**src/rtl/i2s_tx.sv**
```systemverilog
// ---------------------------------------------------------------------------
// i2s_tx -- I2S master transmitter.
//
// Accepts a stereo sample pair through a valid/ready handshake into a
// one-deep holding register and serialises it onto an I2S DAC interface.
// MCLK, BCK and LRCK are all divided down from clk. A frame is 64 BCK
// periods: 32 slots per channel, left first. Each channel is sent MSB first
// with the standard one-BCK I2S delay.
//
// Optional build macro:
//   I2S_TX_ZERO_FILL_EN  when defined, an underflow sends silence (and
//                        forgets the last pair). When undefined, the last
//                        accepted pair is repeated.
//
// Ports:
//   clk           system clock (clk_pixel domain)
//   rst_n         asynchronous active-low reset. The upstream reset
//                 generator releases it synchronously to clk.
//   sample_l/r    left/right sample, two's complement, SAMPLE_WIDTH bits
//   sample_valid  sample pair offered
//   sample_ready  holding register empty. A transfer happens on a clk edge
//                 when valid and ready are both high.
//   i2s_mclk      master clock, clk / (2*MCLK_HALF)
//   i2s_bck       bit clock, MCLK / BCK_RATIO
//   i2s_lrck      word select (0 = left, 1 = right), changes on BCK fall
//   i2s_dout      serial data, changes on BCK fall
//   frame_start   one-clk pulse on the clk that performs a frame boundary
//   underflow     one-clk pulse when that boundary finds the holder empty
// ---------------------------------------------------------------------------
module i2s_tx #(
    parameter int SAMPLE_WIDTH = 16,  // bits per channel, at most 31
    parameter int MCLK_HALF    = 3,   // clk cycles per MCLK half-period
    parameter int BCK_RATIO    = 4    // MCLK periods per BCK period, even, >= 2
) (
    input  logic                    clk,
    input  logic                    rst_n,
    input  logic [SAMPLE_WIDTH-1:0] sample_l,
    input  logic [SAMPLE_WIDTH-1:0] sample_r,
    input  logic                    sample_valid,
    output logic                    sample_ready,
    output logic                    i2s_mclk,
    output logic                    i2s_bck,
    output logic                    i2s_lrck,
    output logic                    i2s_dout,
    output logic                    frame_start,
    output logic                    underflow
);

    localparam int MCLK_CNT_W = (MCLK_HALF > 1) ? $clog2(MCLK_HALF) : 1;
    localparam int BCK_HALF   = BCK_RATIO / 2;
    localparam int BCK_CNT_W  = (BCK_HALF > 1) ? $clog2(BCK_HALF) : 1;

    localparam logic [MCLK_CNT_W-1:0] MCLK_LAST = MCLK_CNT_W'(MCLK_HALF - 1);
    localparam logic [BCK_CNT_W-1:0]  BCK_LAST  = BCK_CNT_W'(BCK_HALF - 1);
    localparam logic [4:0]            BIT_LAST  = 5'(SAMPLE_WIDTH);

    logic [MCLK_CNT_W-1:0]   mclk_cnt;
    logic [BCK_CNT_W-1:0]    bck_cnt;
    logic [5:0]              slot;       // k: BCK slot within the frame
    logic [SAMPLE_WIDTH-1:0] shift_l;
    logic [SAMPLE_WIDTH-1:0] shift_r;
    logic [SAMPLE_WIDTH-1:0] last_l;
    logic [SAMPLE_WIDTH-1:0] last_r;
    logic [SAMPLE_WIDTH-1:0] hold_l;
    logic [SAMPLE_WIDTH-1:0] hold_r;
    logic [SAMPLE_WIDTH-1:0] load_l;
    logic [SAMPLE_WIDTH-1:0] load_r;

    logic       mclk_wrap;
    logic       mclk_rise;
    logic       bck_toggle;
    logic       bck_fall;
    logic       boundary;
    logic       accept;
    logic [5:0] slot_nxt;
    logic [4:0] bit_idx;
    logic       bit_active;
    logic       dout_nxt;
    logic       shift_en_l;
    logic       shift_en_r;

    // Clock-divider strobes, all decoded from registered state so that each
    // is high for exactly the clk whose closing edge performs the event.
    assign mclk_wrap  = (mclk_cnt == MCLK_LAST);
    assign mclk_rise  = mclk_wrap && !i2s_mclk;
    assign bck_toggle = mclk_rise && (bck_cnt == BCK_LAST);
    assign bck_fall   = bck_toggle && i2s_bck;

    // Everything driven on a BCK fall reflects the slot being entered.
    assign slot_nxt   = slot + 6'd1;
    assign bit_idx    = slot_nxt[4:0];
    assign bit_active = (bit_idx != 5'd0) && (bit_idx <= BIT_LAST);
    assign dout_nxt   = bit_active &&
                        (slot_nxt[5] ? shift_r[SAMPLE_WIDTH-1] : shift_l[SAMPLE_WIDTH-1]);
    assign shift_en_l = bck_fall && bit_active && !slot_nxt[5];
    assign shift_en_r = bck_fall && bit_active &&  slot_nxt[5];

    assign boundary     = bck_fall && (slot == 6'd63);
    assign accept       = sample_valid && sample_ready;
    assign frame_start  = boundary;
    assign underflow    = boundary && sample_ready;

    // Pair loaded at a boundary: the holder if full, otherwise the underflow
    // fill. The last-pair register takes the same value, which leaves it
    // unchanged on a repeat and clears it on a zero fill.
    // NOTE: every always_comb output is assigned a default first so no path
    // leaves it unassigned and no latch is inferred.
    always_comb begin
`ifdef I2S_TX_ZERO_FILL_EN
        load_l = '0;
        load_r = '0;
`else
        load_l = last_l;
        load_r = last_r;
`endif
        if (!sample_ready) begin
            load_l = hold_l;
            load_r = hold_r;
        end
    end

    // NOTE: sequential state uses non-blocking assignments only, so every
    // register samples the pre-edge values of its neighbours.
    always_ff @(posedge clk or negedge rst_n) begin
        if (!rst_n) begin
            mclk_cnt     <= '0;
            i2s_mclk     <= 1'b0;
            bck_cnt      <= '0;
            i2s_bck      <= 1'b0;
            slot         <= 6'd63;  // first BCK fall is a frame boundary
            i2s_lrck     <= 1'b0;
            i2s_dout     <= 1'b0;
            shift_l      <= '0;
            shift_r      <= '0;
            last_l       <= '0;
            last_r       <= '0;
            sample_ready <= 1'b1;
        end else begin
            mclk_cnt <= mclk_wrap ? '0 : mclk_cnt + 1'b1;
            if (mclk_wrap) begin
                i2s_mclk <= !i2s_mclk;
            end
            if (mclk_rise) begin
                bck_cnt <= (bck_cnt == BCK_LAST) ? '0 : bck_cnt + 1'b1;
            end
            if (bck_toggle) begin
                i2s_bck <= !i2s_bck;
            end

            if (bck_fall) begin
                slot     <= slot_nxt;
                i2s_lrck <= slot_nxt[5];
                i2s_dout <= dout_nxt;
            end

            // A boundary always enters slot 0, a padding bit, so loading
            // never coincides with a shift.
            if (boundary) begin
                shift_l <= load_l;
                shift_r <= load_r;
                last_l  <= load_l;
                last_r  <= load_r;
            end else begin
                if (shift_en_l) shift_l <= shift_l << 1;
                if (shift_en_r) shift_r <= shift_r << 1;
            end

            // sample_ready is the holder-empty flag. Accept needs ready high
            // and a full-holder boundary needs it low, so both never apply.
            if (boundary && !sample_ready) begin
                sample_ready <= 1'b1;
            end else if (accept) begin
                sample_ready <= 1'b0;
            end
        end
    end

    // NOTE: the holder data has no reset; sample_ready marks it empty after
    // reset, so its contents are never used before the first accept.
    always_ff @(posedge clk) begin
        if (accept) begin
            hold_l <= sample_l;
            hold_r <= sample_r;
        end
    end

endmodule
```
**config.mk**
```make
export PLATFORM = sky130hd
export DESIGN_NAME = i2s_tx
export DESIGN_NICKNAME = d
export VERILOG_FILES = /design/src/rtl/i2s_tx.sv
export SDC_FILE = /design/constraint.sdc
export NUM_CORES = 1
export LEC_CHECK = 0
export CAP_MARGIN = 20
export CORE_MARGIN = 8
export CORE_UTILIZATION = 35
export CTS_CLUSTER_SIZE = 16
export DETAILED_ROUTE_END_ITERATION = 10
export PLACE_DENSITY = 0.6
export SYNTH_ARGS = -nofsm -noshare
export SYNTH_HDL_FRONTEND = slang
export SYNTH_SLANG_ARGS = --single-unit
```
**constraint.sdc**
```tcl
create_clock -name clk -period 2.8 [get_ports clk]
set_input_delay 0.42 -clock clk [delete_from_list [all_inputs] [get_ports clk]]
set_output_delay 0.42 -clock clk [all_outputs]
set_load 0.05 [all_outputs]
```
Word-level counts from Yosys, hierarchy flattened
Cells that the tools add are included.
{ "totals": {"out_inout_bits": 7, "wordCells": 51, "ff_bits": 110, "input_bits": 35} }
{ "classes": {"order_cmp": 1, "n_addsub": 3, "mux": 11, "n_reduce_logical": 20, "eq_ne": 2} }
{ "ops": {"columns": ["op", "count"], "rows": [
  ["16-bit 2-to-1 mux", 6],
  ["1-bit logical AND", 12],
  ["6-bit by 1-bit adder with 6-bit output, second input constant", 1],
  ["6-bit == test, second input constant", 1],
  ["2-bit nonzero test", 3],
  ["5-bit <= comparator, second input constant", 1],
  ["5-bit nonzero test", 1],
  ["1-bit logical NOT", 4],
  ["1-bit 2-to-1 mux", 4],
  ["2-bit by 1-bit adder with 2-bit output, second input constant", 1],
  ["2-bit == test, second input constant", 1],
  ["2-bit 2-to-1 mux", 1],
  ["1-bit adder, second input constant", 1]
]} }

Logic depth before layout (Yosys ltp)
Gate-level depths: netlist of the first run.
{ "logic_depth": {"word_depth": 8, "depth_mapped": 7, "depth_no_buf": 5} }

Least setup slack after synthesis of the first run
OpenSTA, ideal clock, no wires.
{ "synth_timing": {"kind": "reg-to-output", "startpoint": "register i2s_mclk", "endpoint": "output underflow", "required_time_ns": 2.380, "n_path_buf": 0, "path_stages_with_launch": 4, "path_slack_ns": -0.865, "arrival_time_ns": 3.245, "path_cell_list": "dfrtp_1 -> nand4bb_1 -> nor4_1 -> and2_1"} }
{ "synth_via": {"elab_chain_len": 6} }
{ "synth_lines": {"columns": ["element", "line_no", "text"], "rows": [
  ["start, declared", "41", "output logic i2s_mclk,"],
  ["start signal, assigned", "141", "i2s_mclk <= !i2s_mclk;"],
  ["1-bit logical NOT", "85", "assign mclk_rise = mclk_wrap && !i2s_mclk;"],
  ["1-bit logical AND", "85", null],
  ["1-bit logical AND", "86", "assign bck_toggle = mclk_rise && (bck_cnt == BCK_LAST);"],
  ["1-bit logical AND", "87", "assign bck_fall = bck_toggle && i2s_bck;"],
  ["1-bit logical AND", "98", "assign boundary = bck_fall && (slot == 6'd63);"],
  ["named net frame_start", "45", "output logic frame_start,"],
  ["1-bit logical AND", "101", "assign underflow = boundary && sample_ready;"],
  ["end, declared", "46", "output logic underflow"]
]} }
The timed path passes the listed nets, and every way through them passes these cells.

Worst setup path in the final report of the first run
{ "layout_timing": {"startpoint": "register slot[4]", "endpoint": "output underflow"} }
{ "layout_via": {"elab_chain_len": 3} }
{ "layout_lines": {"columns": ["element", "line_no", "text"], "rows": [
  ["start, declared", "59", "logic [5:0] slot;"],
  ["start signal, assigned", "151", "slot <= slot_nxt;"],
  ["6-bit == test", "98", null],
  ["1-bit logical AND", "98", null],
  ["1-bit logical AND", "101", null]
]} }
No other way between the ends.

==> impl_results.md, run 1 <==
* CP required at around 2400 ps
* CP arrival at 1950 ps
* IO buf count at between 40 and 50
* Top cells by area, synth: dfrtp_1 (34%), edfxtp_1 (18%), mux2i_1 (11%)
* Overflow after GRT at 0
* TritonCTS buffer count at 9
* Tot GR Track Use at 11.1%
* Insertion delay to the later sink of the worst-skew pair at 340 ps
* Post-CTS setup buffers at 0
* Post-synthesis adder-cell area fraction at less than 1%
* Hold buffer count at cts at 0
* Nets at between 400 and 500
* Resized Gates After CTS at 0
* Htree depth at 3
* Post-synthesis mux area share at about 18%
* Clock Path Buffers at 2
* Distinct cells, synth at 45
* Synth area leader: dfrtp_1
* CP startpoint: slot[4]$_DFFE_PN1P_
* Worst setup SP type: flip-flop
* Post-synthesis sequential area ratio at 55.3%
* First-pass GRT wire length at around 18 mm
* Hold Violations, Final at 5
* N_diodes at 0
* Max Cap Viol at 0
* Run status: finished, violations left
* Setup TNS at 0 ps
* Failing checks: negative hold slack
* Synth Area in Compound Gates at about a tenth
* Tightest Pin Transition at roughly 650 ps
* Maximum vdd drop at around 310 uV
* Root buffer cell: clkbuf_16
* Simple-gate area share of the yosys netlist at under 10%
* Total Wirelength at 10.2 mm
* Largest stage delay on the critical path at 620 ps
* Worst hold slack at -4.16 ps
* Synth warn at 0
* Max-Slew Margin vs Limit at a little under three fifths
* Largest net degree at the start of global routing at 79
* Post-Syn Area at 5290 um2
* Yosys reg bits at 110
* Top FF cell, synth: dfrtp_1
* Most common cell after layout, fill and taps aside: dfrtp_1
* Initial Util at between 30% and 40%
* Drt first pass iters at 4
* Number of synthesized flops with an enable pin at 32
* CORE AREA at 15,000 um2
* Via count at 3,423
* Most frequent cells in the layout: dfrtp_1 (71), mux2i_1 (58), clkdlybuf4s50_1 (37)
* CTS tree: built
* Placer Congestion at just under 0.8
* Syn Area/Cell at 12.6 um2
* Slew Viols, Final at 0
* Final core utilization at about two fifths
* DIE AREA at roughly 19,000 um2
* WP buf/inv at 2
* Post-DR vias/cell at between 5 and 6
* Crit path max fanout at 18
* Mapped Nets at 457
* Die X at ~140 um
* Max Fclk at between 400 and 500 MHz
* Post-Synthesis Cells at about 420
* Drt drc at 0
* RSZ-0062 raised after global routing: false
* Launching point of the worst reg2reg path: slot[0]$_DFFE_PN1P_
* Top Family by Delay on Critical Path: simple AND/OR/NAND/NOR gates
* DP Wirelength at slightly below 7 mm
* Main combinational cell family by area after synthesis: multiplexers
* Layout area overhead at 18.2%
* FFs w/ async S/R, synth at a little under three quarters
* Cell Pwr Density at about 470 nW/um2
* DRT iter0 DRCs at about 210
* Antenna violations before repair at 0
* Die height at between 100 and 150 um
* Antenna viol nets, final at 0
* Setup CP Type: flip-flop to output pin
* Clk_skew at roughly 11 ps
* Final setup vio count at 0
* Area share of the largest cell type after synthesis at 33.6%
* Slowest CP cell: dfstp_2
* CTS clk-pin slew, worst paths at 70 ps
* Sink Count at 110
* Final cycle utilization of the critical path at a little over four fifths
* CP Cell Sequence: nand3_1, buf_4, nor4_4, and2_1, buf_12
* Vias in the first global route at roughly 3,600
* WL/cell at between 15 and 20 um
* Critical path endpoint category: output pin
* Leakage Power at 0.00237 uW
* Minimum clock period at between 2000 and 2500 ps
* Layout cells sized above 1 at between 20% and 30%
* # rows at 45
* Hold Path Class: input port to asynchronous set/reset pin
* Post-synthesis xor/xnor area fraction at approximately 1.3%
* I/O Pins at 42
## per-stage QoR
step | setup WS, ps | instance area (um2) | std cells | total power [uW]
6_report | 428 | 6250 | 653 | 2960
5_1_grt | 360 | 6250 | 653 | 3070
4_1_cts | 392 | 6220 | 652 | 3000
3_5_place_dp | 643 | 5940 | 636 | 1760
3_3_place_gp | 721 | 5940 | 636 | 1750
2_1_floorplan | 107 | 5300 | 421 | 1690
## worst register-to-register path, delay by kind of cell, from the launching register on
| kind | cells | cell delay (ps) |
|---|---|---|
| AND/OR/NAND/NOR | 2 | 510 |
| AO/OA/AOI/OAI | 2 | 430 |
| buffers and inverters | 1 | 310 |
| adder cells (fa/ha/maj) | 1 | 230 |
| flip-flops | 1 | 570 |
## where the power goes
part	internal, uW	switching [uW]	total [uW]
combinational	44.6	28.3	72.9
sequential	1650	0	1650
clock	685	553	1240
total	2380	581	2960
## cell usage after synthesis (2+ instances only)
cell	instances
dfrtp_1	71
mux2i_1	58
mux2_2	33
edfxtp_1	32
nand3_1	32
inv_1	20
nor2_1	19
nor3_1	16
o211ai_1	16
o311ai_0	15
buf_2	12
clkbuf_1	12
nand2_1	11
a221oi_2	9
dfstp_2	7
xnor2_1	7
a221oi_1	6
o21ai_0	6
and2_1	4
buf_6	4
nand2b_1	3
a21o_1	2
buf_4	2
nor3_2	2
o31a_1	2
## final timing paths
check | to | slack [ps] | cells past startpoint
worst max-delay path | underflow | 430 | 5
worst max register to register | shift_r[6]$_DFFE_PN0P_ | 670 | 6
min in group clk | i2s_lrck$_DFFE_PN0P_ | 480 | 2
max in group asynchronous | slot[4]$_DFFE_PN1P_ | 2160 | 2
worst min register to register | i2s_lrck$_DFFE_PN0P_ | 480 | 2
worst min-delay path | last_l[8]$_DFFE_PN0P_ | -4 | 1
## layer usage
layer / vias to the layer above / wire (um) / track usage, %
met1: 1715 / 5240 / 15.3
met3: 7 / 197 / 1.58
met5: - / 0 / 0
met4: 0 / 148 / 4.79
li1: 1646 / - / -
met2: 55 / 4630 / 17.1
## cell type report
| class | count | area, um2 |
|---|---|---|
| well taps | 188 | 235 |
| fillers | 1435 | 8720 |
| inverters | 20 | 75.1 |
| flip-flops and latches | 110 | 2920 |
| multi-input cells | 260 | 2140 |
| clock buffers | 10 | 229 |
| clock inverters | 6 | 53.8 |
| repair buffers | 59 | 593 |
## state kept, by name, summed over array words and instances (netlist names)
signal / flops
mclk_cnt: 2
last_l: 16
shift_l: 16
i2s_mclk: 1
i2s_lrck: 1
sample_ready: 1
bck_cnt: 1
i2s_dout: 1
i2s_bck: 1
last_r: 16
slot: 6
hold_r: 16
hold_l: 16
shift_r: 16
## kinds of logic (layout without fill, tap and decap cells)
family                   Yosys count  in the layout
AND/OR/NAND/NOR                   97             97
flip-flops                       110            110
multiplexers                      92             92
adder cells (fa/ha/maj)            1              1
AO/OA/AOI/OAI                     62             62
buffers and inverters             51             95
XOR/XNOR                           8              8
No activity file was read; power rests on OpenSTA's default activity.
==> inputs of run 2 (changes only) <==
--- a/config.mk
+++ b/config.mk
@@ -10,7 +10,7 @@
 export CORE_UTILIZATION = 35
 export CTS_CLUSTER_SIZE = 16
 export DETAILED_ROUTE_END_ITERATION = 10
-export PLACE_DENSITY = 0.6
+export PLACE_DENSITY = 0.61
 export SYNTH_ARGS = -nofsm -noshare
 export SYNTH_HDL_FRONTEND = slang
 export SYNTH_SLANG_ARGS = --single-unit
==> constraint.sdc (replaced) <==
create_clock -name clk -period 1.9 [get_ports clk]
set_input_delay 0.285 -clock clk [delete_from_list [all_inputs] [get_ports clk]]
set_output_delay 0.285 -clock clk [all_outputs]
set_load 0.05 [all_outputs]
==> run 2 against run 1 <==
The flow finishes with violations (negative setup slack). Sequential share of layout area decreased by 3.1 points. Register-to-register slack lost 750 ps. Wire length increased by 8.4%. Global-route usage rose by 0.75 points. Non-clock buffer count up 21. Via count grew 2.4%. Sequential power is 48% higher. Critical path depth is 1 higher. Critical path type unchanged. Critical endpoint unchanged.
==> impl_results.md, run 2 (same netlist as run 1, synthesis figures left out) <==
* Run status: finished, violations left
* Failing checks: negative setup slack
* Clk_skew at 10.2 ps
* Worst setup SP type: flip-flop
* Post-layout instance area at roughly 6700 um2
* Final setup vio count at 28
* Cell Pwr Density at about 660 nW/um2
* Critical path endpoint category: output pin
* Nets at 517
* # rows at between 40 and 50
* Maximum vdd drop at about 370 uV
* WL/cell at approximately 16 um
* Leakage Power at between 0.002 and 0.003 uW
* IO buf count at about 40
* Max Cap Viol at 0
* Initial Util at around a third
* Overflow after GRT at 0
* DP Area at around 6200 um2
* Post-DR vias/cell at about 5.2
* Max-Slew Margin vs Limit at between 60% and 70%
* DIE AREA at 19,300 um2
* Tot GR Track Use at 11.9%
* Antenna violations before repair at 0
* Minimum clock period at approximately 2100 ps
* Antenna viol nets, final at 0
* Max Fclk at 477 MHz
* CORE AREA at 15,000 um2
* Sink Count at between 100 and 150
* Tightest Pin Transition at 520 ps
* Layout cells sized above 1 at between 20% and 30%
* Final core utilization at 44.7%
* Slew Viols, Final at 0
* DRT iter0 DRCs at between 200 and 300
* DP Wirelength at roughly 7.2 mm
* Fill cells at about 1,400
* First-pass GRT wire length at roughly 19 mm
* Largest net degree at the start of global routing at 59
* CP required at 1620 ps
* Layout area overhead at 26.6%
* Setup CP Type: flip-flop to output pin
* CTS clk-pin slew, worst paths at around 70 ps
* Hold Violations, Final at 0
* Final WS setup at -198 ps
* Total Wirelength at 11.1 mm
* Insertion delay to the later sink of the worst-skew pair at 350 ps
* TritonCTS buffer count at 9
* Placer Congestion at 0.794
* Vias in the first global route at around 3,800
* N_diodes at 0
* Root buffer cell: clkbuf_16
* Setup slack at placement at -49.1 ps
* I/O Pins at 42
* Htree depth at 3
* Via count at approximately 3,500
* Die X at between 100 and 150 um
* Drt first pass iters at 4
* Hold Path Class: input port to asynchronous set/reset pin
* Most common cell after layout, fill and taps aside: dfrtp_1
* Crit path max fanout at 3
* Drt drc at 0
* Most frequent cells in the layout: dfrtp_1 (69), mux2i_1 (58), clkdlybuf4s50_1 (35)
* Final cycle utilization of the critical path at 110%
* RSZ-0062 raised after global routing: true
* Overall power at 4440 uW
* Clock Path Buffers at 2
* Die height at between 100 and 150 um
* CTS tree: built
* CP arrival at 1810 ps
==> run 2: cell count changes in the layout (fill, tap and decap cells not counted), sizes merged <==
| cell | before | now |
|---|---|---|
| buf | 22 | 44 |
| clkbuf | 10 | 11 |
| clkdlybuf4s50 | 37 | 35 |
| clkinv | 5 | 2 |
| clkinvlp | 0 | 2 |
| dlygate4sd3 | 0 | 1 |
==> run 2: repair_timing <==
| item | CTS | global route |
|---|---|---|
| resized for setup | 5 | 24 |
| hold buffers | 1 | 0 |
| hold endpoints to repair | 19 | 0 |
| pin swaps | 4 | 0 |
| endpoints found under the setup margin | 40 | 65 |
| setup buffers | 5 | 3 |
| cloned | 2 | 0 |
==> run 2: final cells by class <==
| class | count | area, um2 | share of cell area, % |
|---|---|---|---|
| multi-input combinational | 260 | 2270 | 33.9 |
| sequential | 110 | 2920 | 43.7 |
| clock buffer | 11 | 243 | 3.62 |
| timing repair buffer | 80 | 887 | 13.2 |
| clock inverter | 5 | 58.8 | 0.878 |
| tap | 188 | 235 | 3.51 |
| inverter | 20 | 75.1 | 1.12 |
==> run 2: path summary, 6_finish.rpt <==
check / start / end / depth (start not counted) / slack, ps
worst max register to register: slot[0]$_DFFE_PN1P_ / last_l[8]$_DFFE_PN0P_ / 8 / -80
max in group asynchronous: rst_n / slot[1]$_DFFE_PN1P_ / 3 / 880
worst min register to register: i2s_lrck$_DFFE_PN0P_ / i2s_lrck$_DFFE_PN0P_ / 2 / 490
worst min-delay path: rst_n / last_r[7]$_DFFE_PN0P_ / 2 / 370
worst max-delay path: slot[0]$_DFFE_PN1P_ / underflow / 6 / -200
min in group clk: i2s_lrck$_DFFE_PN0P_ / i2s_lrck$_DFFE_PN0P_ / 2 / 490
==> run 2: per-stage QoR <==
| stage | TNS [ps] | instances | hold WS, ps |
|---|---|---|---|
| 3_3_place_gp | 0 | 647 | 185 |
| 5_1_grt | -3860 | 674 | 399 |
| 4_1_cts | -3490 | 671 | 367 |
| 3_5_place_dp | -123 | 647 | 187 |
| 6_report | -1250 | 674 | 366 |
| 2_1_floorplan | -3230 | 421 | -10.6 |
==> run 2: worst max-delay path: stages (launching register included) <==
cell,delay (ps)
dfstp_2,560
ha_4,140
buf_6,100
nand2_4,50
nor4_4,290
and2_4,210
buf_12,130
==> run 2: power breakdown <==
| group | internal (uW) | total (uW) | switching (uW) |
|---|---|---|---|
| registers | 2440 | 2440 | 0 |
| logic | 65.4 | 107 | 41.7 |
| clock network | 1060 | 1900 | 842 |
==> run 2: metal layers <==
metal,track usage [%],vias up,wire (um)
met4,4.68,0,181
met1,15.8,1759,5370
met3,2.38,13,266
met2,18.5,52,5260
met5,0,-,0
li1,-,1681,-
